**config.mk**
```make
export PLATFORM = sky130hd
export DESIGN_NAME = aes_byte_port
export DESIGN_NICKNAME = d
export VERILOG_FILES = /design/src/rtl/aes_io_pkg.sv /design/src/rtl/aes_byte_port_sync_rise.sv /design/src/rtl/aes_byte_port.sv
export SDC_FILE = /design/constraint.sdc
export NUM_CORES = 1
export LEC_CHECK = 0
export BUFFER_PORTS_ARGS = -buffer_cell sky130_fd_sc_hd__buf_2
export CORE_MARGIN = 3
export CORE_UTILIZATION = 58
export CTS_BUF_LIST = sky130_fd_sc_hd__clkbuf_16
export DETAILED_ROUTE_END_ITERATION = 10
export GPL_ROUTABILITY_DRIVEN = 1
export PLACE_DENSITY = 0.86
export SYNTH_ARGS = -nofsm -noshare
export SYNTH_HDL_FRONTEND = slang
export SYNTH_SLANG_ARGS = --single-unit
```
**constraint.sdc**
```tcl
create_clock -name clk -period 4.1 [get_ports clk]
set_input_delay 0.615 -clock clk [delete_from_list [all_inputs] [get_ports clk]]
set_output_delay 0.615 -clock clk [all_outputs]
set_load 0.02 [all_outputs]
```
**src/rtl/aes_io_pkg.sv**
```systemverilog
// Shared definitions for the AES chip byte-stream port: FSM encoding and frame geometry.
package aes_io_pkg;

  typedef enum logic [1:0] {
    ST_RX    = 2'd0,
    ST_WAIT  = 2'd1,
    ST_TX_HI = 2'd2,
    ST_TX_LO = 2'd3
  } port_state_e;

  localparam int FRAME_BYTES = 32;
  localparam int BLOCK_BYTES = 16;

endpackage

```
**src/rtl/aes_byte_port_sync_rise.sv**
```systemverilog
// Two-flop synchronizer for an asynchronous level, followed by a rising-edge detector.
module sync_rise (
  input  logic clk,
  input  logic rst,
  input  logic async_i,
  output logic rise_o
);

  logic       meta_q;
  logic       sync_q;
  logic       prev_q;
  logic [2:0] vld_q;

  always_ff @(posedge clk) begin
    if (rst) begin
      meta_q <= 1'b0;
      sync_q <= 1'b0;
      prev_q <= 1'b0;
      vld_q  <= '0;
    end else begin
      // NOTE: non-blocking assignments make each flop take its neighbour's pre-edge value,
      // which is what turns these three lines into a pipeline instead of a single wire.
      meta_q <= async_i;
      sync_q <= meta_q;
      prev_q <= sync_q;
      vld_q  <= {vld_q[1:0], 1'b1};
    end
  end

  // prev_q must hold a genuinely sampled level, so a strobe held high through reset is no edge.
  assign rise_o = sync_q & ~prev_q & vld_q[2];

endmodule

```
**src/rtl/aes_byte_port.sv**
```systemverilog
// Responder end of the 9-bit platform link: assembles key/text frames for the AES core
// and streams the 128-bit result back one strobed byte at a time.
module aes_byte_port
  import aes_io_pkg::*;
#(
  parameter int SHO_HIGH   = 25,
  parameter int SHO_LOW    = 25,
  parameter int RX_TIMEOUT = 4096
) (
  input  logic         clk,
  input  logic         rst,
  input  logic         shi,
  input  logic [7:0]   user_data,
  input  logic         id,
  output logic [7:0]   chip_data,
  output logic         sho,
  output logic         core_start,
  output logic         core_enc,
  output logic [127:0] core_key,
  output logic [127:0] core_text,
  input  logic         core_done,
  input  logic [127:0] core_result,
  output logic         busy,
  output logic         overrun
);

  localparam int PH_MAX = (SHO_HIGH > SHO_LOW) ? SHO_HIGH : SHO_LOW;
  localparam int PH_W   = $clog2(PH_MAX + 1);
  localparam int TO_W   = $clog2(RX_TIMEOUT + 1);

  localparam logic [PH_W-1:0] PH_HI_LAST = PH_W'(SHO_HIGH - 1);
  localparam logic [PH_W-1:0] PH_LO_LAST = PH_W'(SHO_LOW - 1);
  localparam logic [TO_W-1:0] TO_LAST    = TO_W'(RX_TIMEOUT - 1);
  localparam logic [4:0]      CNT_LAST   = 5'(FRAME_BYTES - 1);
  localparam logic [3:0]      IDX_LAST   = 4'(BLOCK_BYTES - 1);

  port_state_e     state_q, state_d;
  logic [4:0]      cnt_q, cnt_d;
  logic [TO_W-1:0] to_q, to_d;
  logic [PH_W-1:0] ph_q, ph_d;
  logic [3:0]      idx_q, idx_d;
  logic [127:0]    key_q, key_d;
  logic [127:0]    text_q, text_d;
  logic [127:0]    tx_sr_q, tx_sr_d;
  logic            start_q, start_d;
  logic            enc_q, enc_d;
  logic            ovr_q, ovr_d;
  logic            byte_ev;

  sync_rise u_shi_sync (
    .clk     (clk),
    .rst     (rst),
    .async_i (shi),
    .rise_o  (byte_ev)
  );

  always_comb begin
    // NOTE: every next-state signal is defaulted before any branch; a path that left one
    // unassigned would make it hold its value combinationally, i.e. infer a latch.
    state_d = state_q;
    cnt_d   = cnt_q;
    to_d    = to_q;
    ph_d    = ph_q;
    idx_d   = idx_q;
    key_d   = key_q;
    text_d  = text_q;
    tx_sr_d = tx_sr_q;
    start_d = 1'b0;
    enc_d   = enc_q;
    ovr_d   = ovr_q | (byte_ev & (state_q != ST_RX));

    case (state_q)
      ST_RX: begin
        if (byte_ev) begin
          // Byte 0 lands in the top byte of the key, byte 16 in the top byte of the text.
          for (int b = 0; b < BLOCK_BYTES; b++) begin
            if (cnt_q == 5'(b))
              key_d[8*(BLOCK_BYTES-1-b) +: 8] = user_data;
            if (cnt_q == 5'(b + BLOCK_BYTES))
              text_d[8*(BLOCK_BYTES-1-b) +: 8] = user_data;
          end
          cnt_d = cnt_q + 5'd1;
          to_d  = '0;
          if (cnt_q == CNT_LAST) begin
            start_d = 1'b1;
            enc_d   = id;
            state_d = ST_WAIT;
          end
        end else if (cnt_q != 5'd0) begin
          if (to_q == TO_LAST) begin
            cnt_d = '0;
            to_d  = '0;
          end else begin
            to_d = to_q + TO_W'(1);
          end
        end
      end

      ST_WAIT: begin
        if (core_done) begin
          tx_sr_d = core_result;
          idx_d   = '0;
          ph_d    = '0;
          state_d = ST_TX_HI;
        end
      end

      ST_TX_HI: begin
        if (ph_q == PH_HI_LAST) begin
          ph_d    = '0;
          state_d = ST_TX_LO;
        end else begin
          ph_d = ph_q + PH_W'(1);
        end
      end

      ST_TX_LO: begin
        if (ph_q == PH_LO_LAST) begin
          ph_d    = '0;
          tx_sr_d = {tx_sr_q[119:0], 8'h00};
          idx_d   = idx_q + 4'd1;
          state_d = (idx_q == IDX_LAST) ? ST_RX : ST_TX_HI;
        end else begin
          ph_d = ph_q + PH_W'(1);
        end
      end

      default: state_d = ST_RX;
    endcase
  end

  always_ff @(posedge clk) begin
    if (rst) begin
      // NOTE: the wide key/text/tx registers are ordinary flops, not a memory array, and the
      // core-facing buses must read zero after reset, so they belong in the reset branch.
      state_q <= ST_RX;
      cnt_q   <= '0;
      to_q    <= '0;
      ph_q    <= '0;
      idx_q   <= '0;
      key_q   <= '0;
      text_q  <= '0;
      tx_sr_q <= '0;
      start_q <= 1'b0;
      enc_q   <= 1'b0;
      ovr_q   <= 1'b0;
    end else begin
      state_q <= state_d;
      cnt_q   <= cnt_d;
      to_q    <= to_d;
      ph_q    <= ph_d;
      idx_q   <= idx_d;
      key_q   <= key_d;
      text_q  <= text_d;
      tx_sr_q <= tx_sr_d;
      start_q <= start_d;
      enc_q   <= enc_d;
      ovr_q   <= ovr_d;
    end
  end

  assign sho        = (state_q == ST_TX_HI);
  assign chip_data  = (state_q == ST_TX_HI || state_q == ST_TX_LO) ? tx_sr_q[127:120] : 8'h00;
  assign busy       = (state_q != ST_RX);
  assign core_start = start_q;
  assign core_enc   = enc_q;
  assign core_key   = key_q;
  assign core_text  = text_q;
  assign overrun    = ovr_q;

endmodule

```
==> metrics.md, run 1 <==
| Metric | Value |
|---|---|
| Synth Area in Compound Gates | 8.985% |
| # nets final | about 2300 |
| Crit. End Element | output port |
| Crit path to | chip_data[6] |
| Width of the die | ~180 µm |
| Critical Path Max Stage Delay | approximately 0.86 ns |
| Cts hold-fix bufs | 0 |
| Library cells used by synthesis | 55 |
| Setup CP Type | reg -> out |
| CP required | 3.48 ns |
| Global-route wire length before repair | approximately 74000 µm |
| Largest net degree at the start of global routing | roughly 250 |
| Detail Route Antenna Nets | 0 |
| PD cells | 407.4 mW/mm² |
| # fillers | approximately 2000 |
| Io pins | just over 400 |
| Area of the multi-input gates | between 0.007 and 0.008 mm² |
| CP bufs+invs | 2 |
| Gr usage total | 28.83% |
| Vias in the first global route | ~14000 |
| Register area share after synthesis | about half |
| Worst clock skew | between 0.015 and 0.02 ns |
| Flop-to-flop setup slack | about 1.4 ns |
| CP Cell Sequence | buf_4 > and2_1 > buf_2 |
| Post-Synth XOR/XNOR Area | less than 1% |
| Pins Over Slew Limit | 0 |
| RR Startpoint | state_q[1] |
| CP Max Fanout | 105 |
| Slowest cell on crit path | buf_4 |
| Initial DRC count | approximately 1400 |
| Die height | roughly 180 µm |
| Dpl hpwl | slightly above 30000 µm |
| Post-Synth Adder-Cell Area | less than 1% |
| Final setup viols | 0 |
| Share of cells above drive strength 1 | 23.33% |
| Vias per inst | approximately 5.8 |
| Largest family of logic cells by synthesized area | simple AND/OR/NAND/NOR gates |
| Input/output buffers | between 400 and 500 |
| H-tree levels | 2 |
| Post-Route WL | between 40000 and 50000 µm |
| Crit path depth | 3 |
| Congestion Overflow GR | 0 |
| Final period util | just under 80% |
| Number of CTS-inserted buffers | 43 |
| Peak supply drop | 336.1 µV |
| Max-cap violations | 0 |
| Register area | between 0.008 and 0.009 mm² |
| Deepest clock path buffer count | 3 |
| Actual slew at the worst max-slew pin | about 1 ns |
| Cell count of the worst reg-to-reg path | 6 |
| Initial antenna violation count | 1 |
| Via count | between 10000 and 15000 |
| RR Endpoint | core_key[33] |
| Die area | between 0.03 and 0.04 mm² |
| Starting Density | between 50% and 60% |
| Wire per inst | roughly 19 µm |
| DRT Pass-1 Iters | 7 |
| Synth Net Count | roughly 2000 |
| Clock Latency Late Sink | around 0.54 ns |
| Post-CTS resize count | 0 |
| Final core area utilization | 71.50% |
| Post-synthesis simple-gate area fraction | between 20 and 25% |
| Mapped Area | around 0.017 mm² |
| Worst Setup SP | state_q[1] |
| Clk sink count | 422 |
| Hold Fails Final Rpt | 0 |
| Row count | slightly above 60 |
| N_diodes | 0 |
| Flops & latches, synth | ~420 |
| Pleak | 9.603 nW |
| CP top delay family | buffers and inverters |
| Highest Clock Rate | approximately 0.32 GHz |
| Arrival @ worst endpoint | ~2.6 ns |
| Hold Crit Class | in -> reg |
| Hold WS | approximately 0.28 ns |
| Setup crit start kind | register |
| Clk root buf | clkbuf_16 |
| Cells after synthesis | around 1800 |
| Rel. slew slack | between 30% and 40% |
| RSZ-0062 raised after global routing | no |
| Status | complete, no violations |
| DRC viols | 0 |
| Multiplexer share of the synthesized area | 14.85% |
| Core box area | 0.02816 mm² |
| Syn Area/Cell | between 9 and 10 µm² |
| CTS tree | done |
| Clock-pin slew on the worst setup and hold paths | 0.06 ns |
| Post-CTS Setup Bufs | 0 |
| Setup TNS | 0 ns |
| Syn-to-layout area delta | 20.00% |
| GPL Wtd Cong | 0.8643 |
| Total power | 8.204 mW |
| Ys Warns | 0 |
| Crit path time final | between 3 and 4 ns |
==> per-layer routing <==
| layer | share of wire (%) | track usage (%) | wire (µm) |
|---|---|---|---|
| met1 | 40 | 37.14 | 18640 |
| met2 | 48 | 47.72 | 22460 |
| met3 | 8.9 | 5.656 | 4185 |
| met4 | 4.0 | 11.68 | 1885 |
| met5 | 0.019 | 0 | 9 |
==> cells by family (layout without fill, tap and decap cells) <==
kind of cell    count (synthesis)  count (layout)
fa+ha+maj                      10              10
xor+xnor                        6               6
mux                           249             249
flops                         422             422
simple gates                  770             770
buf+inv                       178             507
compound gates                192             192
==> stage by stage <==
stage               instances  instance area, µm²  setup WS [ns]
floorplan                1827               16780          2.088
CTS                      2534               20140         0.9650
global route             2534               20140         0.7943
global placement         2457               18740          1.564
finish                   2534               20140         0.9370
detailed placement       2457               18740          1.505
==> final cells by class <==
type | count | share of cell area (%)
Inverter | 9 | 0.1678
Clock inverter | 33 | 1.460
Tap cell | 378 | 2.349
Sequential cell | 422 | 41.99
Clock buffer | 44 | 5.468
Timing Repair Buffer | 421 | 10.79
Multi-Input combinational cell | 1227 | 37.77
==> report_power, final <==
| part | internal, mW | leakage (nW) | switching [mW] |
|---|---|---|---|
| Combinational | 0.0738 | 5.49 | 0.170 |
| Clock | 2.26 | 0.711 | 1.59 |
| Sequential | 4.10 | 3.40 | 0.00204 |
| Total | 6.44 | 9.60 | 1.76 |
==> cell usage after synthesis, drive strengths merged <==
cell / n / area share, %
and4: 9 / 0.47
o21a: 1 / 0.045
nor4b: 2 / 0.14
a41oi: 4 / 0.21
o211ai: 1 / 0.045
nand4b: 2 / 0.14
or3: 3 / 0.11
nand4: 16 / 0.82
or2: 1 / 0.037
a211oi: 4 / 0.21
a31oi: 2 / 0.075
nand2b: 2 / 0.075
nor2b: 11 / 0.41
nor2: 385 / 8.6
o21ba: 1 / 0.060
o31a: 1 / 0.052
clkbuf: 123 / 2.8
o31ai: 2 / 0.089
or4b: 2 / 0.12
o2111ai: 2 / 0.10
and3b: 3 / 0.16
dfxtp: 422 / 50
nand2: 160 / 3.6
nor4bb: 1 / 0.060
o311ai: 1 / 0.052
mux2i: 249 / 15
buf: 46 / 1.5
nor3b: 4 / 0.21
nor3: 2 / 0.060
nand3b: 10 / 0.45
a22oi: 3 / 0.13
xor2: 3 / 0.16
o211a: 1 / 0.060
a211o: 1 / 0.052
or4: 3 / 0.13
a21o: 1 / 0.045
o21ai: 6 / 0.18
a311oi: 124 / 6.5
ha: 10 / 0.75
inv: 9 / 0.20
and3: 3 / 0.11
and2: 10 / 0.37
xnor2: 3 / 0.16
a21oi: 37 / 1.1
nand3: 141 / 4.2
==> cell usage in the layout (no fill, tap or decap), types with 3 or more instances in the layout <==
cell type,netlist,routed
xnor2_1,3,3
clkinv_2,0,11
xor2_1,3,3
mux2i_1,249,249
or4_1,3,3
a22oi_1,3,3
nand4_2,6,6
a311oi_1,124,124
and3_1,3,3
or3_1,3,3
buf_4,9,10
a211oi_1,3,3
bufinv_16,0,5
a41oi_1,4,4
nand3b_1,10,10
and3b_1,3,3
ha_1,10,10
nand4_1,10,10
a21oi_1,37,37
and2_1,9,9
and4_1,9,9
clkinv_1,0,7
o21ai_0,4,4
nand2_1,160,159
nor2b_1,11,11
clkbuf_16,0,44
dfxtp_1,422,420
nor3b_1,3,3
buf_2,36,408
nand3_1,141,141
nor2_1,383,383
inv_1,9,15
==> state kept, by name (all words and copies together), names as in the netlist, 2 cells and up <==
| name | cells |
|---|---|
| cnt_q | 5 |
| core_key | 128 |
| core_text | 128 |
| idx_q | 4 |
| ph_q | 5 |
| state_q | 2 |
| to_q | 13 |
| tx_sr_q | 128 |
| u_shi_sync.vld_q | 3 |
==> worst min-delay path by stage <==
stage                              from                  end  cells after the start
finish                              shi    u_shi_sync.meta_q                      2
global route                        shi    u_shi_sync.meta_q                      2
CTS                                 shi    u_shi_sync.meta_q                      2
detailed placement  u_shi_sync.vld_q[0]  u_shi_sync.vld_q[1]                      1
global placement      u_shi_sync.meta_q    u_shi_sync.sync_q                      1
floorplan             u_shi_sync.meta_q    u_shi_sync.sync_q                      1
(Power assumes the default switching activity.)
==> run 2, diff against run 1 <==
--- a/config.mk
+++ b/config.mk
@@ -7,11 +7,11 @@
 export LEC_CHECK = 0
 export BUFFER_PORTS_ARGS = -buffer_cell sky130_fd_sc_hd__buf_2
 export CORE_MARGIN = 3
-export CORE_UTILIZATION = 58
+export CORE_UTILIZATION = 53
 export CTS_BUF_LIST = sky130_fd_sc_hd__clkbuf_16
 export DETAILED_ROUTE_END_ITERATION = 10
 export GPL_ROUTABILITY_DRIVEN = 1
-export PLACE_DENSITY = 0.86
+export PLACE_DENSITY = 0.79
 export SYNTH_ARGS = -nofsm -noshare
 export SYNTH_HDL_FRONTEND = slang
 export SYNTH_SLANG_ARGS = --single-unit
==> constraint.sdc (replaced) <==
create_clock -name clk -period 3.2 [get_ports clk]
set_input_delay 0.48 -clock clk [delete_from_list [all_inputs] [get_ports clk]]
set_output_delay 0.48 -clock clk [all_outputs]
set_load 0.02 [all_outputs]
==> metrics.md, run 2 (synthesis gave the netlist of run 1 again) <==
| Metric | Value |
|---|---|
| Width of the die | around 180 µm |
| Crit path depth | 4 |
| Final period util | 78.64% |
| Arrival @ worst endpoint | 2.91 ns |
| Vias per inst | about 5.6 |
| Pleak | slightly below 10 nW |
| Post-CTS Setup Bufs | 0 |
| Via count | 14490 |
| CP top delay family | simple AND/OR/NAND/NOR gates |
| Clk sink count | approximately 420 |
| # nets final | 2284 |
| Setup TNS | 0 ns |
| Most frequent cells in the layout | 420 x dfxtp_1, 408 x buf_2, 383 x nor2_1 |
| CP Max Fanout | 26 |
| Crit path time final | around 2.5 ns |
| Setup crit start kind | register |
| Share of cells above drive strength 1 | 23.72% |
| Setup CP Type | reg -> reg |
| Clock Latency Late Sink | around 0.53 ns |
| Switch Pwr | between 2 and 2.5 mW |
| Rel. slew slack | between 40% and 50% |
| Global-route wire length before repair | ~73000 µm |
| Most common cell after layout, fill and taps aside | dfxtp_1 |
| Clock power frac | 47.1% |
| Die area | between 0.03 and 0.04 mm² |
| Clock-pin slew on the worst setup and hold paths | approximately 0.060 ns |
| GPL Wtd Cong | between 0.8 and 0.9 |
| Post-Route WL | between 40000 and 50000 µm |
| Cts hold-fix bufs | 0 |
| Hold Path Depth | 2 |
| DRC viols | 0 |
| Io pins | 410 |
| Max-cap violations | 0 |
| Status | complete, no violations |
| Row count | 64 |
| Hold Crit Class | in -> reg |
| Logic pwr share | ~2.9% |
| Syn-to-layout area delta | 21.22% |
| Initial antenna violation count | 3 |
| Post-CTS resize count | 0 |
| Crit. End Element | register |
| Critical Path Max Stage Delay | 0.81 ns |
| Clk root buf | clkbuf_16 |
| Slowest cell on crit path | and3b_1 |
| Congestion Overflow GR | 0 |
| CTS tree | done |
| Actual slew at the worst max-slew pin | roughly 0.9 ns |
| Seq pwr share | approximately 50% |
| Starting Density | roughly 54% |
| Pins Over Slew Limit | 0 |
| Core box area | 0.03091 mm² |
| Post-place setup slack | between 0.7 and 0.8 ns |
| Input/output buffers | roughly 400 |
| Cell count of the worst reg-to-reg path | 4 |
| Wire per inst | 18.23 µm |
| Total power | approximately 11 mW |
| CP Cell Sequence | and3b_1 > nand4_1 > mux2i_1 > nor2_1 |
| Switching Fraction | roughly 22% |
| Dpl hpwl | 31230 µm |
| Hold Fails Final Rpt | 0 |
| Final WS setup | 0.6836 ns |
| Vias in the first global route | 13633 |
| H-tree levels | 2 |
| Deepest clock path buffer count | 3 |
| Largest net degree at the start of global routing | 160 |
| Final setup viols | 0 |
| CP bufs+invs | 0 |
| Highest Clock Rate | 0.3974 GHz |
| Worst clock skew | about 0.016 ns |
| PD cells | around 520 mW/mm² |
| Number of CTS-inserted buffers | 43 |
| CP required | roughly 3.6 ns |
| Initial DRC count | ~1100 |
| Detail Route Antenna Nets | 0 |
| Int Pwr | approximately 8.2 mW |
| Gr usage total | between 20% and 30% |
| RSZ-0062 raised after global routing | no |
| Peak supply drop | 420.7 µV |
| DRT Pass-1 Iters | 5 |
| Die height | ~180 µm |
run 2: path summary, 6_finish.rpt:
| check | slack, ns | endpoint | start |
|---|---|---|---|
| max reg2reg | 0.68 | core_key[100] | u_shi_sync.prev_q |
| max | 0.68 | core_key[100] | u_shi_sync.prev_q |
| min reg2reg | 0.45 | u_shi_sync.vld_q[1] | u_shi_sync.vld_q[0] |
| min | 0.18 | u_shi_sync.meta_q | shi |
run 2: layer usage:
metal / up-vias / global-route usage, % / routed length (µm)
li1: 6969 / - / -
met1: 6865 / 35.09 / 19970
met2: 544 / 42.15 / 21650
met3: 112 / 5.204 / 3385
met4: 0 / 10.70 / 1787
met5: - / 0 / 0
run 2: final cells by class:
type | count | area (µm²)
Sequential cell | 422 | 8456
Fill cell | 2509 | 10570
Timing Repair Buffer | 430 | 2327
Inverter | 9 | 33.78
Clock inverter | 34 | 286.5
Tap cell | 396 | 495.5
Clock buffer | 45 | 1126
Antenna cell | 4 | 10.01
Multi-Input combinational cell | 1227 | 7606
run 2: through the flow:
step / cells / hold WS (ns) / area, µm² / util [%]
5_1_grt: 2565 / 0.1862 / 20340 / 65.79
6_report: 2567 / 0.1776 / 20340 / 65.81
4_1_cts: 2563 / 0.1627 / 20330 / 65.77
2_1_floorplan: 1827 / 0.4138 / 16780 / -
3_3_place_gp: 2484 / 0.4359 / 18920 / 61.20
3_5_place_dp: 2484 / 0.4308 / 18920 / 61.20
run 2: power groups by stage:
stage | clock [mW] | combinational (mW) | sequential [mW]
5_1_grt | 5.28 | 0.335 | 5.25
3_3_place_gp | 0 | 0.308 | 5.37
2_1_floorplan | 0 | 0.154 | 5.38
4_1_cts | 5.04 | 0.308 | 5.26
3_5_place_dp | 0 | 0.308 | 5.37
6_report | 4.96 | 0.309 | 5.26
==> run 3, diff against run 2 <==
--- a/config.mk
+++ b/config.mk
@@ -7,11 +7,11 @@
 export LEC_CHECK = 0
 export BUFFER_PORTS_ARGS = -buffer_cell sky130_fd_sc_hd__buf_2
 export CORE_MARGIN = 3
-export CORE_UTILIZATION = 53
+export CORE_UTILIZATION = 48
 export CTS_BUF_LIST = sky130_fd_sc_hd__clkbuf_16
 export DETAILED_ROUTE_END_ITERATION = 10
 export GPL_ROUTABILITY_DRIVEN = 1
-export PLACE_DENSITY = 0.79
+export PLACE_DENSITY = 0.76
 export SYNTH_ARGS = -nofsm -noshare
 export SYNTH_HDL_FRONTEND = slang
 export SYNTH_SLANG_ARGS = --single-unit
==> constraint.sdc (replaced) <==
create_clock -name clk -period 2.2 [get_ports clk]
set_input_delay 0.33 -clock clk [delete_from_list [all_inputs] [get_ports clk]]
set_output_delay 0.33 -clock clk [all_outputs]
set_load 0.02 [all_outputs]
==> metrics.md, run 3 (synthesis gave the netlist of run 1 again) <==
| Metric | Value |
|---|---|
| Status | complete, no violations |
| Vias in the first global route | about 14000 |
| Number of CTS-inserted buffers | between 40 and 50 |
| Setup TNS | 0 ns |
| Input/output buffers | ~400 |
| Worst clock skew | 0.02673 ns |
| # nets final | approximately 2300 |
| Syn-to-layout area delta | 24.08% |
| Detail Route Antenna Nets | 0 |
| CP required | roughly 1.9 ns |
| Final WS setup | roughly 0.11 ns |
| Io pins | 410 |
| Final instance area | 0.02082 mm² |
| Seq pwr share | between 40 and 50% |
| Row count | 67 |
| Crit path time final | 2.089 ns |
| Initial antenna violation count | 0 |
| Int Pwr | approximately 12 mW |
| Setup CP Type | reg -> out |
| Dpl cells | ~2600 |
| Post-Route WL | 47860 µm |
| Setup crit start kind | register |
| Clock-pin slew on the worst setup and hold paths | around 0.060 ns |
| CP Max Fanout | 78 |
| N_diodes | 0 |
| Final core area utilization | between 60% and 70% |
| CTS tree | done |
| Final setup viols | 0 |
| Peak supply drop | 551.3 µV |
| Core box area | 0.03395 mm² |
| Vias per inst | roughly 5.5 |
| Wire per inst | 18.03 µm |
| Clock Latency Late Sink | between 0.5 and 0.6 ns |
| Dpl hpwl | around 32000 µm |
| Deepest clock path buffer count | 3 |
| Clk root buf | clkbuf_16 |
| Die area | 0.03724 mm² |
| Die height | 193.0 µm |
| DRT Pass-1 Iters | 5 |
| Clk sink count | 422 |
| Initial DRC count | 1066 |
| Via count | approximately 15000 |
| Switch Pwr | 3.388 mW |
| Gr usage total | between 20% and 30% |
| Arrival @ worst endpoint | approximately 1.8 ns |
| RSZ-0062 raised after global routing | no |
| Global-route wire length before repair | approximately 73000 µm |
| Width of the die | between 150 and 200 µm |
| GPL Wtd Cong | between 0.8 and 0.9 |
| Clock power frac | 48.0% |
| Rel. slew slack | approximately two fifths |
| Most common cell after layout, fill and taps aside | dfxtp_1 |
| Logic pwr share | 3.1% |
| Crit. End Element | output port |
| Max-cap violations | 0 |
| PD cells | 751.7 mW/mm² |
| Largest net degree at the start of global routing | ~130 |
| Total power | 15.65 mW |
| Highest Clock Rate | about 0.48 GHz |
| Congestion Overflow GR | 0 |
| Hold Crit Class | in -> reg |
| Actual slew at the worst max-slew pin | 0.8732 ns |
| Hold WS | 0.04964 ns |
| H-tree levels | 2 |
| Final period util | around 95% |
| Most frequent cells in the layout | 420 x dfxtp_1, 408 x buf_2, 383 x nor2_1 |
| Post-CTS Setup Bufs | 0 |
| Post-place setup slack | 0.1483 ns |
| Switching Fraction | a little over a fifth |
| Share of cells above drive strength 1 | between 20% and 30% |
| Hold Fails Final Rpt | 0 |
| DRC viols | 0 |
| Non-Filler Instances | 2655 |
| Pins Over Slew Limit | 0 |
| Instance area at placement | around 0.019 mm² |
| Starting Density | between 40% and 50% |
| Pleak | 9.917 nW |
run 3: cell types whose count changed in the layout (fill, tap and decap cells not counted), sizes merged:
cell	before	now
dlygate4sd3	0	1
clkinv	21	18
inv	14	19
clkinvlp	4	2
buf	430	465
bufinv	4	5
clkbuf	45	48
diode	4	0
run 3: cell type report:
cell class / instances / area, µm²
Sequential cell: 422 / 8456
Inverter: 9 / 33.78
Timing Repair Buffer: 467 / 2683
Tap cell: 448 / 560.5
Multi-Input combinational cell: 1227 / 7606
Fill cell: 2877 / 13130
Clock inverter: 35 / 305.3
Clock buffer: 47 / 1176
run 3: path summary, 6_finish.rpt:
check | from | to | slack, ns | cells after the start
setup / recovery | state_q[1] | chip_data[1] | 0.11 | 3
hold / removal | id | core_enc | 0.05 | 3
setup reg to reg | cnt_q[1] | to_q[9] | 0.15 | 6
hold reg to reg | u_shi_sync.vld_q[1] | u_shi_sync.vld_q[2] | 0.44 | 1
run 3: worst max-delay path, stage by stage, from the launching register on:
cell and delay (ns):
dfxtp_4 0.52, buf_12 0.33, and2_1 0.19, buf_2 0.16
run 3: per-layer routing:
layer  GRT usage [%]  wire, µm  vias up
met5               0         0        -
met3           4.538      3387      113
met2           39.47     22600      547
met4           9.318      1733        0
met1           31.83     20140     7002
li1                -         -     7062
run 3: repair_timing:
item                                   4_1_cts  5_1_grt
hold buffers                                 1        0
setup endpoints to repair                    0        2
gates resized for setup                      0        1
endpoints found under the hold margin        1        0
run 3: power groups by stage:
| stage | logic (mW) | registers, mW | clock network, mW |
|---|---|---|---|
| final | 0.485 | 7.65 | 7.52 |
| after global routing | 0.521 | 7.64 | 7.95 |
| after CTS | 0.483 | 7.65 | 7.66 |
| after detailed placement | 0.478 | 7.82 | 0 |
| after global placement | 0.478 | 7.82 | 0 |
| after floorplan | 0.224 | 7.82 | 0 |
